--- src/rtl/fp_dispatcher.sv ---
// Fixed-priority dispatcher: pops the arbiter-granted FIFO and presents one packet at a time on a valid/ready port.
// Optional per-queue grant counters are enabled by defining FP_DISPATCHER_STATS_EN.
module fp_dispatcher #(
    parameter  int NUMBER_OF_QUEUES = 4,
    parameter  int DATA_WIDTH       = 64,
    parameter  int COUNTER_WIDTH    = 32,
    localparam int SEL_W            = $clog2(NUMBER_OF_QUEUES)
) (
    input  logic                                   clock,
    input  logic                                   reset,
    input  logic                                   sel_valid,
    input  logic [SEL_W-1:0]                       selection,
    input  logic [NUMBER_OF_QUEUES-1:0]            empty,
    input  logic [NUMBER_OF_QUEUES*DATA_WIDTH-1:0] queue_data,
    output logic [NUMBER_OF_QUEUES-1:0]            pop,
    output logic                                   m_valid,
    input  logic                                   m_ready,
    output logic [DATA_WIDTH-1:0]                  m_data,
    output logic [SEL_W-1:0]                       m_source
`ifdef FP_DISPATCHER_STATS_EN
    ,
    output logic [NUMBER_OF_QUEUES*COUNTER_WIDTH-1:0] grant_count
`endif
);

    typedef enum logic [1:0] {IDLE, SEND, SETTLE} state_t;

    localparam logic [SEL_W:0] NQ_L = (SEL_W+1)'(NUMBER_OF_QUEUES);

    state_t                  state_q, state_d;
    logic                    m_valid_q, m_valid_d;
    logic [DATA_WIDTH-1:0]   m_data_q, m_data_d;
    logic [SEL_W-1:0]        m_source_q, m_source_d;
    logic                    sel_ok;
    logic                    fire;

    if (NUMBER_OF_QUEUES < 2 || COUNTER_WIDTH < 1) begin : g_bad_params
        $error("fp_dispatcher: NUMBER_OF_QUEUES must be >= 2 and COUNTER_WIDTH >= 1");
    end

    // A stale arbiter view (empty queue) or an out-of-range id is simply not a request.
    assign sel_ok = ({1'b0, selection} < NQ_L);
    assign fire   = !reset && (state_q == IDLE) && sel_valid && sel_ok && !empty[selection];

    always_comb begin
        state_d    = state_q;
        m_valid_d  = m_valid_q;
        m_data_d   = m_data_q;
        m_source_d = m_source_q;
        pop        = '0;
        case (state_q)
            IDLE: begin
                if (fire) begin
                    pop[selection] = 1'b1;
                    m_data_d       = queue_data[selection*DATA_WIDTH +: DATA_WIDTH];
                    m_source_d     = selection;
                    m_valid_d      = 1'b1;
                    state_d        = SEND;
                end
            end
            SEND: begin
                if (m_valid_q && m_ready) begin
                    m_valid_d = 1'b0;
                    state_d   = SETTLE;
                end
            end
            // One dead cycle lets the arbiter register the FIFO's updated empty flag.
            SETTLE:  state_d = IDLE;
            default: state_d = IDLE;
        endcase
    end

    always_ff @(posedge clock) begin
        if (reset) begin
            state_q    <= IDLE;
            m_valid_q  <= 1'b0;
            m_data_q   <= '0;
            m_source_q <= '0;
        end else begin
            state_q    <= state_d;
            m_valid_q  <= m_valid_d;
            m_data_q   <= m_data_d;
            m_source_q <= m_source_d;
        end
    end

    assign m_valid  = m_valid_q;
    assign m_data   = m_data_q;
    assign m_source = m_source_q;

`ifdef FP_DISPATCHER_STATS_EN
    for (genvar i = 0; i < NUMBER_OF_QUEUES; i++) begin : g_cnt
        logic [COUNTER_WIDTH-1:0] cnt_q;

        always_ff @(posedge clock) begin
            if (reset) begin
                cnt_q <= '0;
            end else if (pop[i]) begin
                cnt_q <= cnt_q + 1'b1;
            end
        end

        assign grant_count[i*COUNTER_WIDTH +: COUNTER_WIDTH] = cnt_q;
    end
`endif

endmodule

--- config.mk ---
export PLATFORM = sky130hd
export DESIGN_NAME = fp_dispatcher
export DESIGN_NICKNAME = d
export VERILOG_FILES = /design/src/rtl/fp_dispatcher.sv
export SDC_FILE = /design/constraint.sdc
export NUM_CORES = 1
export LEC_CHECK = 0
export ABC_AREA = 1
export CORE_AREA = 8 8 126 128
export DETAILED_ROUTE_END_ITERATION = 8
export DIE_AREA = 0 0 134 136
export PLACE_DENSITY = 0.77
export SLEW_MARGIN = 20
export SYNTH_ARGS = -nofsm -noshare
export SYNTH_HDL_FRONTEND = slang
export SYNTH_SLANG_ARGS = --single-unit
--- constraint.sdc ---
create_clock -name clock -period 2.8 [get_ports clock]
set_input_delay 0.56 -clock clock [delete_from_list [all_inputs] [get_ports clock]]
set_output_delay 0.56 -clock clock [all_outputs]
set_load 0.01 [all_outputs]
## After elaboration in Yosys (flattened, before gate mapping)

Cells that the tools add are included.

| storage, ports and cells | value |
|---|---|
| register bits after elaboration | 69 |
| logic and storage cells | 34 |
| bits of input ports | 266 |

| operators by class | value |
|---|---|
| equality and inequality tests | 3 |
| shift-type cells | 1 |
| reduce and logical (&&, ||, !) cells | 12 |
| magnitude comparators | 2 |
| muxes and demuxes | 12 |

Operator list:

| operator | number |
|---|---|
| $shiftx 256x9->64 | 1 |
| $mux 4 | 2 |
| $logic_and 1x1->1 | 5 |
| $mux 1 | 4 |
| $mux 2 | 2 |
| $ne 2x2->1 const B | 2 |
| $pmux 2 s2 | 1 |
| $reduce_and 2->1 | 2 |
| $lt 2x3->1 const B | 1 |
| $reduce_and 3->1 | 1 |
| $bmux 1 s2 | 1 |
| $demux 1 s2 | 1 |
| $eq 2x1->1 const B | 1 |
| $ge 2x1->1 const B | 1 |
| $logic_not 1->1 | 2 |
| $logic_not 2->1 | 1 |
| $pmux 1 s2 | 1 |
| $reduce_bool 2->1 | 1 |

## Depth between registers and ports, before layout

Gate-level depths: netlist of run 1.

| logic depth | value |
|---|---|
| depth in word-level cells | 6 |
| mapped depth | 9 |
| mapped depth without buffers | 8 |

## Worst setup path after synthesis of run 1

Ideal clock, no wire load.

| timing path | value |
|---|---|
| path kind | in2out |
| start point | input port reset |
| end point | output port pop[2] |
| slack | 0.870 ns |
| arrival | 1.370 ns |
| data required time | 2.240 ns |
| cell stages on the path | 7 |
| cells stage by stage | inv_2 nand2_1 nor2_1 nand3_2 buf_4 buf_6 nor2_1 |

| between the ends | value |
|---|---|
| cells in the longest elaborated chain, start to end | 6 |

Ends and longest elaborated chain:

| what | RTL line | text |
|---|---|---|
| start: declaration | 10 | `input logic reset,` |
| $logic_not 1->1 | 43 | `assign fire = !reset && (state_q == IDLE) && sel_valid && sel_ok && !empty[selection];` |
| $logic_and 1x1->1 (3 in series) | 43 |  |
| $mux 4 | 53 | `if (fire) begin` |
| $mux 4 | 51 | `case (state_q)` |
| end: declaration | 15 | `output logic [NUMBER_OF_QUEUES-1:0] pop,` |

Every way passes these cells.

## Final worst setup path of run 1

Same ends and word-level chain as after synthesis.

==> impl_results.md, run 1 <==
* 1st-pass router iterations at 5
* Delay-heaviest family, CP: buffers and inverters
* Vias in the first global route at 6020
* Max-Cap Viols at 0
* Pwr dens at 377.3 nW/µm²
* Leak at 3.655 nW
* Die width at 134 µm
* Fin nets at 1392
* Buf/Inv on CP at 3
* Layout cell share with drive strength beyond 1 at 3.363%
* Root buffer cell: clkbuf_16
* Minimum clock period at 2.659 ns
* Achievable Freq at 0.3760 GHz
* Syn avg cell area at 5.485 µm²
* Skew-Pair Late Insertion Delay at 0.32 ns
* Hold violation count in the final report at 0
* Critical Path RT at 2.24 ns
* Clock Skews at 0.004605 ns
* Pins Over Slew Limit at 0
* Hold_ws at 0.4591 ns
* RSZ-0062 raised after global routing: false
* H-tree levels at 3
* HPWL after DPL at 15.34 mm
* CP peak stage delay at 0.58 ns
* DR vias at 5860
* Number of I/O port buffers at 336
* GRT Util Overall at 20.92%
* WP data arrival at 2.10 ns
* Initial antenna violation count at 0
* Mapped cell area at 4432 µm²
* # Post-CTS Setup Buffers at 0
* Global route overflow at 0
* Tcrit/Tclk final at 94.98%
* Rows at 44
* Run status: complete, no violations
* Crit-path max FO at 5
* Area leader, netlist: nand2_1
* Clock transition at path regs at 0.06 ns
* Flops & latches, synth at 69
* Syn nets at 1074
* Worst Setup Start Kind: input port
* Worst VDD drop at 0.2247 mV
* Inserted Diodes at 0
* Num CTS Buffers at 9
* Finished Core Util at 58.40%
* CP Class: in -> out
* CTS max path bufs at 2
* Largest net degree at the start of global routing at 81
* Post-CTS Hold Buffers at 0
* Setup Viol. Count Final at 0
* Synth Instances at 808
* Final ANT Viol Nets at 0
* Relative slew slack at 50.93%
* Worst-Margin Slew at 0.7361 ns
* Full die area at 18220 µm²
* Final std cells w/o fill at 1314
* DR WL/cell at 14.88 µm
* YS warnings at 0
* Final WL at 19.56 mm
* DRC viols at 0
* Top area cells in the synthesized netlist: nand2_1 34%, dfxtp_1 31%, nor2_1 12%, nand4_1 9.0%, inv_1 6.0%
* Most frequent CP cell: clkdlybuf4s50_1
* Initial Util at 31.57%
* Core footprint at 14040 µm²
* Ports at 337
* Clock Sinks at 69
* First-pass GRT wire length at 30.61 mm
* Worst setup EP type: output pin
* CP max stage cell: clkdlybuf4s50_1
* Via density at 4.460
* Inst Count DP at 1299
* Worst-path cell chain: clkdlybuf4s50_1, inv_2, nand2_1, nor2_2, nand3_4, nor2_1, clkdlybuf4s50_1
* CTS tree: yes
* Area delta synth->final at 84.98%
* Routability cong. at 0.8805
* Seq/Total Area, Yosys at 31.17%
* Yosys top cell area share at 33.96%
* Synth cell types at 15
* Initial DRC Count at 201
* Die H at 136 µm
* Hold Crit Class: reg -> reg
area by class of cell:
type | instances | area (µm²)
Fill cell | 1398 | 5841
Clock buffer | 13 | 250.2
Clock inverter | 2 | 10.01
Inverter | 75 | 281.5
Sequential cell | 69 | 1381
Timing Repair Buffer | 354 | 3521
Tap cell | 184 | 230.2
Multi-Input combinational cell | 617 | 2524
Yosys cell counts:
library cell,number
inv_1,71
inv_2,4
buf_6,6
nand3_2,1
dfxtp_1,69
nand2_1,401
buf_2,21
nand4_1,64
nor3_1,1
nor2_1,138
buf_4,6
clkbuf_1,14
o21ai_0,1
nand3_1,7
a21oi_1,4
power by group:
part	leakage [nW]	switching (mW)	internal, mW
Clock	0.129	0.407	0.617
Sequential	0.565	0.0326	1.05
Combinational	2.96	0.406	0.578
layer usage:
| metal | GRT usage, % | wire length, µm | part of all wire, % | up-vias |
|---|---|---|---|---|
| li1 | - | - | - | 3090 |
| met1 | 22.08 | 7800 | 40 | 2506 |
| met2 | 38.06 | 9498 | 49 | 243 |
| met3 | 8.167 | 1977 | 10 | 21 |
| met4 | 5.614 | 281 | 1.4 | 0 |
| met5 | 0 | 0 | 0 | - |
tightest hold or removal path, stage by stage (launching register included):
cell and delay, ns:
dfxtp_1 0.31, nand2_1 0.06, a21oi_1 0.05
stage by stage:
| step | setup TNS [ns] | power (mW) | area, µm² | setup WS [ns] |
|---|---|---|---|---|
| 2_1_floorplan | 0 | 1.484 | 4432 | 0.8705 |
| 3_3_place_gp | -0.2100 | 2.089 | 7938 | -0.06706 |
| 3_5_place_dp | -0.2368 | 2.096 | 7938 | -0.08484 |
| 4_1_cts | 0 | 3.142 | 8195 | 0.08668 |
| 5_1_grt | 0 | 3.277 | 8198 | 0.03015 |
| 6_report | 0 | 3.093 | 8198 | 0.1407 |
state kept, by name, summed over array words and instances (netlist names):
register and cells:
m_data 64, m_source 2, state_q 2, m_valid 1
final timing paths:
kind / depth (start not counted) / slack, ns / startpoint / to
worst max register to register: 8 / 1.16 / state_q[0] / m_data[2]
worst min register to register: 2 / 0.46 / m_source[1] / m_source[1]
worst max-delay path: 7 / 0.14 / reset / pop[2]
worst min-delay path: 2 / 0.46 / m_source[1] / m_source[1]
cells in the final DEF (no fill, tap or decap), drive strengths merged:
cell type and instances:
a21oi 4, nand2 401, dlygate4sd2 2, nand4 64, inv 75, nor3 1
dfxtp 69, clkinv 2, nor2 138, buf 18, clkbuf 13, clkdlybuf4s50 334
o21ai 1, nand3 8
cells by family (layout without fill, tap and decap cells):
| logic type | count (synthesis) | after routing | synth area share, % |
|---|---|---|---|
| DFF | 69 | 69 | 31.17 |
| buffers and inverters | 122 | 444 | 12.45 |
| and+or+nand+nor | 612 | 612 | 55.82 |
| AOI/OAI and AO/OA | 5 | 5 | 0.5646 |
timing repair:
action                     4_1_cts  5_1_grt
cloned                           0        0
setup endpoints to repair        4        1
gates resized for setup          2        1
pin swaps                        0        0
No activity file was read; power rests on OpenSTA's default activity.
==> inputs of run 2 (changes only) <==
SKIP_LAST_GASP = 1   (was default)
SLEW_MARGIN = 25   (was 20)
==> results of run 2 <==
No change in the layout: final DEF, timing and power equal those of run 1.
==> inputs of run 3 (changes only) <==
HOLD_SLACK_MARGIN = 0.03   (was default)
==> results of run 3 <==
No change in the layout: final DEF, timing and power equal those of run 1.
